File: src/rtl/call_stack_ras_if.sv
// Decoder/fetch-side bundle for the return-address stack.
// master = jump decoder + redirect logic, slave = the stack itself.
interface call_stack_ras_if #(
  parameter int unsigned PTR_W    = 4,
  parameter int unsigned IP_WIDTH = 48
);
  localparam int unsigned CkptW = 2 * PTR_W + 1;

  logic                push_en;
  logic [IP_WIDTH-1:0] push_addr;
  logic                pop_en;
  logic                restore_en;
  logic [CkptW-1:0]    restore_ckpt;
  logic [CkptW-1:0]    ckpt_out;
  logic                pred_valid;
  logic [IP_WIDTH-1:0] pred_addr;
  logic                underflow;
  logic [7:0]          ovf_cnt;

  modport master (
    output push_en, push_addr, pop_en, restore_en, restore_ckpt,
    input  ckpt_out, pred_valid, pred_addr, underflow, ovf_cnt
  );

  modport slave (
    input  push_en, push_addr, pop_en, restore_en, restore_ckpt,
    output ckpt_out, pred_valid, pred_addr, underflow, ovf_cnt
  );
endinterface

File: src/rtl/call_stack_ras.sv
// Return-address stack: pushes fall-through IPs on calls, predicts ret targets one cycle
// after a pop, and restores exactly from a {count,tos} checkpoint on mispredict/flush.
module call_stack_ras #(
  parameter int unsigned DEPTH    = 16,
  parameter int unsigned PTR_W    = 4,
  parameter int unsigned IP_WIDTH = 48
) (
  input logic             clk,
  input logic             rst,
  call_stack_ras_if.slave bus
);

  typedef logic [PTR_W-1:0]    ptr_t;
  typedef logic [PTR_W:0]      cnt_t;
  typedef logic [IP_WIDTH-1:0] addr_t;

  localparam ptr_t PtrOne  = ptr_t'(1);
  localparam ptr_t TosRst  = ptr_t'(DEPTH - 1);
  localparam cnt_t CntOne  = cnt_t'(1);
  localparam cnt_t CntFull = cnt_t'(DEPTH);

  // Entry array is deliberately not reset; contents are don't-care while empty.
  addr_t mem_q [DEPTH];

  ptr_t       tos_q, tos_d;
  cnt_t       cnt_q, cnt_d;
  logic       pred_valid_q, pred_valid_d;
  addr_t      pred_addr_q, pred_addr_d;
  logic       underflow_q, underflow_d;
  logic [7:0] ovf_cnt_q, ovf_cnt_d;

  logic  mem_we;
  ptr_t  mem_waddr;
  addr_t top_rdata;
  ptr_t  tos_inc, tos_dec;
  cnt_t  ckpt_cnt;
  ptr_t  ckpt_tos;
  logic  empty, full;

  assign tos_inc   = tos_q + PtrOne;
  assign tos_dec   = tos_q - PtrOne;
  assign top_rdata = mem_q[tos_q];
  assign empty     = (cnt_q == '0);
  assign full      = (cnt_q >= CntFull);
  assign {ckpt_cnt, ckpt_tos} = bus.restore_ckpt;

  always_comb begin
    tos_d        = tos_q;
    cnt_d        = cnt_q;
    pred_valid_d = 1'b0;
    pred_addr_d  = pred_addr_q;
    underflow_d  = 1'b0;
    ovf_cnt_d    = ovf_cnt_q;
    mem_we       = 1'b0;
    mem_waddr    = tos_inc;

    if (bus.restore_en) begin
      // A corrupted checkpoint must never claim more entries than exist.
      cnt_d = (ckpt_cnt > CntFull) ? CntFull : ckpt_cnt;
      tos_d = ckpt_tos;
    end else if (bus.pop_en) begin
      if (!empty) begin
        pred_addr_d  = top_rdata;
        pred_valid_d = 1'b1;
        if (bus.push_en) begin
          // ret+call bundle: the popped slot is immediately refilled.
          mem_we    = 1'b1;
          mem_waddr = tos_q;
        end else begin
          tos_d = tos_dec;
          cnt_d = cnt_q - CntOne;
        end
      end else begin
        underflow_d = 1'b1;
        if (bus.push_en) begin
          mem_we    = 1'b1;
          mem_waddr = tos_inc;
          tos_d     = tos_inc;
          cnt_d     = CntOne;
        end
      end
    end else if (bus.push_en) begin
      mem_we    = 1'b1;
      mem_waddr = tos_inc;
      tos_d     = tos_inc;
      if (!full) begin
        cnt_d = cnt_q + CntOne;
      end else if (ovf_cnt_q != 8'hFF) begin
        ovf_cnt_d = ovf_cnt_q + 8'd1;
      end
    end
  end

  always_ff @(posedge clk or negedge rst) begin
    if (!rst) begin
      tos_q        <= TosRst;
      cnt_q        <= '0;
      pred_valid_q <= 1'b0;
      pred_addr_q  <= '0;
      underflow_q  <= 1'b0;
      ovf_cnt_q    <= '0;
    end else begin
      tos_q        <= tos_d;
      cnt_q        <= cnt_d;
      pred_valid_q <= pred_valid_d;
      pred_addr_q  <= pred_addr_d;
      underflow_q  <= underflow_d;
      ovf_cnt_q    <= ovf_cnt_d;
    end
  end

  always_ff @(posedge clk) begin
    if (mem_we) begin
      mem_q[mem_waddr] <= bus.push_addr;
    end
  end

  assign bus.ckpt_out   = {cnt_q, tos_q};
  assign bus.pred_valid = pred_valid_q;
  assign bus.pred_addr  = pred_addr_q;
  assign bus.underflow  = underflow_q;
  assign bus.ovf_cnt    = ovf_cnt_q;

  cnt_bounded_a: assert property (@(posedge clk) disable iff (!rst) cnt_q <= CntFull);
  pred_xor_uf_a: assert property (@(posedge clk) disable iff (!rst)
                                  !(pred_valid_q && underflow_q));

endmodule

File: src/flat_wrapper.sv
// flat-port wrapper written by rule: the top's interface ports become plain ports
module call_stack_ras_flat 
#(
  parameter int unsigned DEPTH    = 16,
  parameter int unsigned PTR_W    = 4,
  parameter int unsigned IP_WIDTH = 48
)
  (clk, rst, bus_push_en, bus_push_addr, bus_pop_en, bus_restore_en, bus_restore_ckpt, bus_ckpt_out, bus_pred_valid, bus_pred_addr, bus_underflow, bus_ovf_cnt);
  call_stack_ras_if #(.PTR_W(PTR_W), .IP_WIDTH(IP_WIDTH)) bus_i ();
  input logic clk;
  input logic rst;
  input wire logic [$bits(bus_i.push_en)-1:0] bus_push_en;
  input wire logic [$bits(bus_i.push_addr)-1:0] bus_push_addr;
  input wire logic [$bits(bus_i.pop_en)-1:0] bus_pop_en;
  input wire logic [$bits(bus_i.restore_en)-1:0] bus_restore_en;
  input wire logic [$bits(bus_i.restore_ckpt)-1:0] bus_restore_ckpt;
  output wire logic [$bits(bus_i.ckpt_out)-1:0] bus_ckpt_out;
  output wire logic [$bits(bus_i.pred_valid)-1:0] bus_pred_valid;
  output wire logic [$bits(bus_i.pred_addr)-1:0] bus_pred_addr;
  output wire logic [$bits(bus_i.underflow)-1:0] bus_underflow;
  output wire logic [$bits(bus_i.ovf_cnt)-1:0] bus_ovf_cnt;
  assign bus_i.push_en = bus_push_en;
  assign bus_i.push_addr = bus_push_addr;
  assign bus_i.pop_en = bus_pop_en;
  assign bus_i.restore_en = bus_restore_en;
  assign bus_i.restore_ckpt = bus_restore_ckpt;
  assign bus_ckpt_out = bus_i.ckpt_out;
  assign bus_pred_valid = bus_i.pred_valid;
  assign bus_pred_addr = bus_i.pred_addr;
  assign bus_underflow = bus_i.underflow;
  assign bus_ovf_cnt = bus_i.ovf_cnt;
  call_stack_ras #(.DEPTH(DEPTH), .PTR_W(PTR_W), .IP_WIDTH(IP_WIDTH)) u_core (.clk(clk), .rst(rst), .bus(bus_i));
endmodule
File: config.mk
export PLATFORM = sky130hd
export DESIGN_NAME = call_stack_ras_flat
export DESIGN_NICKNAME = d
export VERILOG_FILES = /design/src/rtl/call_stack_ras_if.sv /design/src/rtl/call_stack_ras.sv /design/src/flat_wrapper.sv
export SDC_FILE = /design/constraint.sdc
export NUM_CORES = 1
export LEC_CHECK = 0
export ABC_AREA = 1
export BUFFER_PORTS_ARGS = -buffer_cell sky130_fd_sc_hd__buf_2
export CAP_MARGIN = 25
export CORE_MARGIN = 8
export CORE_UTILIZATION = 54
export CTS_BUF_LIST = sky130_fd_sc_hd__clkbuf_8
export DETAILED_ROUTE_END_ITERATION = 12
export PLACE_DENSITY = 0.71
export SLEW_MARGIN = 20
export SYNTH_ARGS = -nofsm -noshare
export SYNTH_HDL_FRONTEND = slang
export SYNTH_SLANG_ARGS = --single-unit
export TNS_END_PERCENT = 10
File: constraint.sdc
create_clock -name clk -period 8.52 [get_ports clk]
set_clock_uncertainty 0.1 [all_clocks]
set_input_delay 0.426 -clock clk [delete_from_list [all_inputs] [get_ports clk]]
set_output_delay 0.426 -clock clk [all_outputs]
set_load 0.02 [all_outputs]
==> results of run 1 <==
==> report_power, final <==
group | switching, mW | internal (mW)
sequential | 0.243 | 4.81
combinational | 2.01 | 0.819
clock | 1.59 | 1.63
==> logic make-up after synthesis <==
family          Yosys count  share of synthesized area (%)
compound gates           19                         0.2938
buf+inv                 821                          9.120
xor+xnor                 14                         0.3348
fa+ha+maj                 5                         0.1708
simple gates           1966                          22.53
flops                   835                          67.55
==> worst max path at each step <==
stage / end / slack [ns]
global placement: u_core.mem_q[5][37] / 3.97
floorplan: u_core.mem_q[1][0] / 4.24
finish: u_core.mem_q[5][23] / 3.90
detailed placement: u_core.mem_q[5][39] / 3.90
CTS: u_core.mem_q[5][22] / 3.89
global route: u_core.mem_q[5][23] / 3.67
==> layout make-up <==
cell class                      count  area (um2)  share of cell area (%)
Sequential cell                   835       24760                   60.31
Tap cell                          873        1092                   2.661
Timing Repair Buffer              226        1577                   3.840
Clock inverter                     95       434.2                   1.058
Antenna cell                        2       5.005                 0.01219
Inverter                          646        2445                   5.955
Multi-Input combinational cell   2004        8665                   21.11
Clock buffer                      151        2078                   5.062
==> cell usage after synthesis, types with 2 or more instances <==
cell type | number | area (um2)
nand2_1 | 1367 | 5131
edfxtp_1 | 768 | 23060
inv_1 | 637 | 2391
nand3_1 | 497 | 2487
buf_2 | 112 | 560.5
dfrtp_1 | 63 | 1577
clkbuf_1 | 28 | 105.1
or2_0 | 28 | 175.2
nor2_1 | 27 | 101.4
buf_4 | 16 | 120.1
o21ai_0 | 11 | 55.05
or2_1 | 10 | 62.56
or2_2 | 10 | 62.56
buf_1 | 9 | 33.78
inv_2 | 8 | 30.03
xor2_1 | 8 | 70.07
buf_6 | 7 | 78.83
nand2_2 | 7 | 43.79
nand4_1 | 7 | 43.79
xnor2_1 | 6 | 52.55
ha_1 | 5 | 62.56
dfstp_2 | 4 | 105.1
a21oi_1 | 3 | 15.01
clkbuf_2 | 3 | 15.01
nand2_4 | 2 | 22.52
nand3_2 | 2 | 20.02
nand3_4 | 2 | 35.03
nor2_4 | 2 | 22.52
nor3_1 | 2 | 10.01
o211ai_1 | 2 | 15.01
==> what timing repair did <==
action / in CTS / in global routing
endpoints found under the hold margin: 791 / 0
hold buffers: 66 / 0
setup endpoints to repair: 0 / 0
==> state kept, by name, indices dropped and copies added, names as in the netlist <==
| signal | flops |
|---|---|
| u_core.bus.ovf_cnt | 8 |
| u_core.bus.pred_addr | 48 |
| u_core.bus.pred_valid | 1 |
| u_core.bus.underflow | 1 |
| u_core.cnt_q | 5 |
| u_core.mem_q | 768 |
| u_core.tos_q | 4 |
==> metrics by stage <==
| step | power, mW | worst slack [ns] | instances |
|---|---|---|---|
| global placement | 7.875 | 3.966 | 4517 |
| CTS | 11.17 | 3.893 | 4829 |
| global route | 11.68 | 3.670 | 4831 |
| detailed placement | 7.926 | 3.900 | 4517 |
| finish | 11.11 | 3.895 | 4832 |
| floorplan | 7.025 | 4.244 | 3660 |
==> metal layers <==
layer  global-route usage [%]  up-vias  wire length, um  part of all wire, %
met5                        0        -                0                    0
met4                    9.592        0             2813                  3.1
met3                    4.405      191             6331                  7.0
met2                    39.06      972            44250                   49
met1                    29.65    11960            36830                   41
li1                         -    12006                -                    -
==> out/metrics.yaml, run 1 <==
timing:
  hold_violations: 0
  setup-tns-final_ns: 0
  rsz0062_at_grt: "no"
  max_clock_freq_mhz: 216.2
  hold_ws_ns: 0.08605
  tightest_slew_ns: 1.184
  setup_violations: 0
  fin_crit_ns: 4.625
  relSlewSlack_pct: 21.07
  period_share_pct: 54.28
  maxSlewViolCount: 0
cts:
  cts_resized: 0
  cts_buffer_depth: 3
  clock_sinks: 835
  cts_buffers: 139
  clk_pin_slew_ns: 0.06
  postCtsSetupBuffers: 0
  cts_tree: "built"
  cts-root-buf: "clkbuf_8"
  clk_latency_ns: 0.78
  cts_max_level: 4
grt:
  track_usage_pct: 23.26
  grt_pass1_wl_mm: 139.9
  first_global_vias: 24648
  grt_max_degree: 237
  overflow: 0
  antenna_found_initial: 1
setup_path:
  r2r_setup_slack_ns: 3.90
  crit_arrival_ns: 4.92
  worstRegToRegCells: 8
  crit_type: "flip-flop to flip-flop"
  reg2reg_to: "u_core.mem_q[5][23]"
  crit_family: "buffers and inverters"
  max_stage_delay_ns: 1.01
  reg2reg_from: "u_core.tos_q[0]"
  path_depth: 8
  worstSetupStartpointType: "flip-flop"
  required_ns: 8.81
  setup.worst_path.start: "u_core.tos_q[0]"
  path_common_cell: "buf_4"
  critPathSlowestCell: "dfstp_4"
  worstPathMaxFanout: 85
  end_kind: "flip-flop"
  crit_buf_inv: 2
  path_cells: "buf_4, ha_1, xor2_1, nand2_1, nand2_2, nand3_2, nor2_4, buf_4"
routing:
  vias: 25129
  drtIter0Drc: 2193
  wirelength_mm: 90.23
  routedWlPerCell_um: 18.67
  drtPass1Iterations: 7
  via_per_inst: 5.201
  drtAntennaViolNets: 0
  drc: 0
cells_and_area:
  nFillCells: 5302
  finalNetCount: 3919
  final_util_pct: 61.13
  drive_gt1_share_pct: 9.831
  fin_area_um2: 41050
  synthToLayoutAreaGrowth_pct: 12.08
  final_common_cell: "nand2_1"
  final_cell_mix: "1367 x nand2_1, 768 x edfxtp_1, 692 x inv_1, 497 x nand3_1, 151 x clkbuf_8"
pwr:
  powerDensity_nw_per_um2: 270.6
  vdd.ir_drop.worst_mv: 0.1759
  leakagePower_nw: 18.58
yosys:
  netlist_area_um2: 36630
  synthArstFlopShare_pct: 8.024
  synth_ff_type: "edfxtp_1"
  syn_nets: 3727
  ys_warn_count: 0
  synth_area_per_cell_um2: 10.01
  ys_seq_elements: 835
  ys_seq_area_share_pct: 67.55
  synth_edf_count: 768
  syn_inst: 3660
  synth_cell_type_count: 37
floorplanning:
  io-pin-count: 129
  start_util_pct: 54.54
  fp.dieH_um: 276.4
  dieWidth_um: 276.4
  fp-row-count: 95
  die_area_um2: 76420
  core_area_um2: 67160
flow_run:
  maxCapViolCount: 0
placement:
  portBuffers: 128
  hpwl_mm: 48.31
  placed_area_um2: 37850
  routabilityCongestion: 0.8263
min_path:
  hp-class: "primary input to async pin"
outcome:
  outcome: "finished, final reports clean"
Note: power is estimated with default switching activity, not from simulation.
==> run 2: changes to the inputs <==
- clock period: 8.52 -> 4.29 ns (I/O delays scaled with it)
==> run 2 against run 1 <==
- first-iteration DRC count is 21% higher
- global-route usage is 0.67 points higher
- largest cell class unchanged
- largest power group unchanged
- sequential power is 97% higher
- wire length is 1.9% higher
==> out/metrics.yaml, run 2 (same netlist as run 1, synthesis figures left out) <==
setup_path:
  reg2reg_to: "u_core.cnt_q[3]"
  worstPathMaxFanout: 51  # -40%
  crit_type: "flip-flop to flip-flop"
  reg2reg_from: "u_core.cnt_q[0]"
  r2r_setup_slack_ns: 0.23  # -3.66 ns
  crit_family: "buffers and inverters"
  worstSetupStartpointType: "flip-flop"
  worstRegToRegCells: 13  # +5
  end_kind: "flip-flop"
  critPathSlowestCell: "buf_6"
  path_cells: "inv_1, ha_1, nand3_4, nand2_4, inv_2, buf_6, nand2_1, nand3_1, dlygate4sd3_1, nand2_1, dlygate4sd3_1, nand2_1, dlygate4sd3_1"
  required_ns: 4.91  # -3.90 ns
  crit_arrival_ns: 4.68  # -0.24 ns
  max_stage_delay_ns: 0.56  # -0.45 ns
  crit_buf_inv: 6  # +4
timing:
  maxSlewViolCount: 0  # unchanged
  hold_ws_ns: 0.1172  # +0.03117 ns
  hold_violations: 0  # unchanged
  rsz0062_at_grt: "no"
  max_clock_freq_mhz: 246.4  # +14%
  fin_ws_ns: 0.2312  # -3.664 ns
  fin_crit_ns: 4.059  # -0.5660 ns
  setup-tns-final_ns: 0  # unchanged
  tightest_slew_ns: 1.063  # -0.1213 ns
  period_share_pct: 94.61  # +40 points
  relSlewSlack_pct: 29.15  # +8.1 points
  setup_violations: 0  # unchanged
pwr:
  powerDensity_nw_per_um2: 536.8  # +98%
  total_power_mw: 22.35  # +100%
  leakagePower_nw: 18.87  # +1.5%
  vdd.ir_drop.worst_mv: 0.4489  # +160%
grt:
  overflow: 0  # unchanged
  track_usage_pct: 23.94  # +0.67 points
  grt_max_degree: 206  # -13%
  grt_pass1_wl_mm: 142.8  # +2.0%
  first_global_vias: 25101  # +1.8%
  antenna_found_initial: 6  # +5
routing:
  drc: 0  # unchanged
  drtPass1Iterations: 5  # -2
  drtIter0Drc: 2664  # +21%
  routedWlPerCell_um: 18.83  # +0.83%
  via_per_inst: 5.178  # -0.44%
  drtAntennaViolNets: 0  # unchanged
  wirelength_mm: 91.94  # +1.9%
  vias: 25283  # +0.61%
floorplanning:
  io-pin-count: 129  # unchanged
  fp.dieH_um: 276.4  # unchanged
  fp-row-count: 95  # unchanged
  core_area_um2: 67160  # unchanged
  start_util_pct: 54.54  # unchanged
  dieWidth_um: 276.4  # unchanged
  die_area_um2: 76420  # unchanged
placement:
  placed_area_um2: 38100  # +0.67%
  hpwl_mm: 46.95  # -2.8%
  routabilityCongestion: 0.7972  # -3.5%
  dp_slack_ns: 1.041  # -2.859 ns
  portBuffers: 128  # unchanged
cts:
  cts-root-buf: "clkbuf_8"
  cts_tree: "built"
  clock_sinks: 835  # unchanged
  clk_latency_ns: 0.81  # +0.03 ns
  clk_pin_slew_ns: 0.06  # about the same
  cts_max_level: 4  # unchanged
  cts_buffers: 136  # -2.2%
  cts_buffer_depth: 3  # unchanged
min_path:
  hp-start: "bus_restore_en"
  holdPathEnd: "u_core.bus.pred_addr[35]"
  hp-class: "primary input to flip-flop"
  hold_depth: 5
cells_and_area:
  finalNetCount: 3962  # +1.1%
  final_cell_mix: "1367 x nand2_1, 768 x edfxtp_1, 694 x inv_1, 497 x nand3_1, 147 x clkbuf_8"
  fin_area_um2: 41630  # +1.4%
  synthToLayoutAreaGrowth_pct: 13.64
  drive_gt1_share_pct: 10.26  # +0.43 points
  regMostFlops: "u_core.mem_q"
  largest_register_ffs: 768  # unchanged
  final_common_cell: "nand2_1"
flow_run:
  maxCapViolCount: 0  # unchanged
outcome:
  outcome: "finished, final reports clean"
[run 2: cell types whose count changed in the layout (fill, tap and decap cells not counted), sizes merged]
cell,previous run,this run
diode,2,4
clkbuf,151,147
clkinv,29,32
clkinvlp,5,0
bufinv,0,2
dlygate4sd3,66,90
buf,160,182
inv,707,714
[run 2: worst max path at each step]
stage | from | to | depth (start not counted)
finish | u_core.cnt_q[0] | u_core.cnt_q[3] | 13
global route | u_core.cnt_q[0] | u_core.cnt_q[3] | 13
CTS | u_core.cnt_q[0] | u_core.cnt_q[3] | 13
detailed placement | u_core.tos_q[0] | u_core.mem_q[9][11] | 9
global placement | u_core.tos_q[0] | u_core.mem_q[9][11] | 9
floorplan | u_core.tos_q[1] | u_core.mem_q[1][0] | 10
[run 2: layout make-up]
class | instances | area (um2)
timing repair buffer | 272 | 2073
multi-input combinational | 2004 | 8665
sequential | 835 | 24760
clock buffer | 147 | 2023
tap | 873 | 1092
clock inverter | 102 | 559.3
fill | 5228 | 25530
antenna | 4 | 10.01
inverter | 646 | 2445
[run 2: worst min-delay path, stage by stage]
cell and delay, ns:
buf_2 0.28, nor2_8 0.10, nand2_4 0.24, nand2_1 0.08, nand2_1 0.06
[run 2: what timing repair did]
| item | 4_1_cts | 5_1_grt |
|---|---|---|
| setup endpoints to repair | 0 | 1 |
| setup buffers | 0 | 0 |
| hold endpoints to repair | 838 | 0 |
| hold buffers | 91 | 0 |
| resized for setup | 0 | 1 |
[run 2: per-layer routing]
| metal | share of wire, % | GRT usage (%) |
|---|---|---|
| met5 | 0.029 | 0 |
| met4 | 3.0 | 9.079 |
| met3 | 8.2 | 5.062 |
| met2 | 49 | 40.22 |
| met1 | 40 | 30.46 |
[run 2: through the flow]
step / utilization (%) / cells
final: 61.98 / 4883
after global routing: 61.97 / 4881
after CTS: 61.96 / 4879
after detailed placement: 56.73 / 4539
after global placement: 56.73 / 4539
after floorplan: - / 3660
[run 2: where the power goes]
group / internal [mW] / switching, mW / leakage [nW]
registers: 9.55 / 0.403 / 7.75
logic: 1.74 / 4.08 / 9.58
clock network: 3.33 / 3.25 / 1.54
total: 14.6 / 7.73 / 18.9
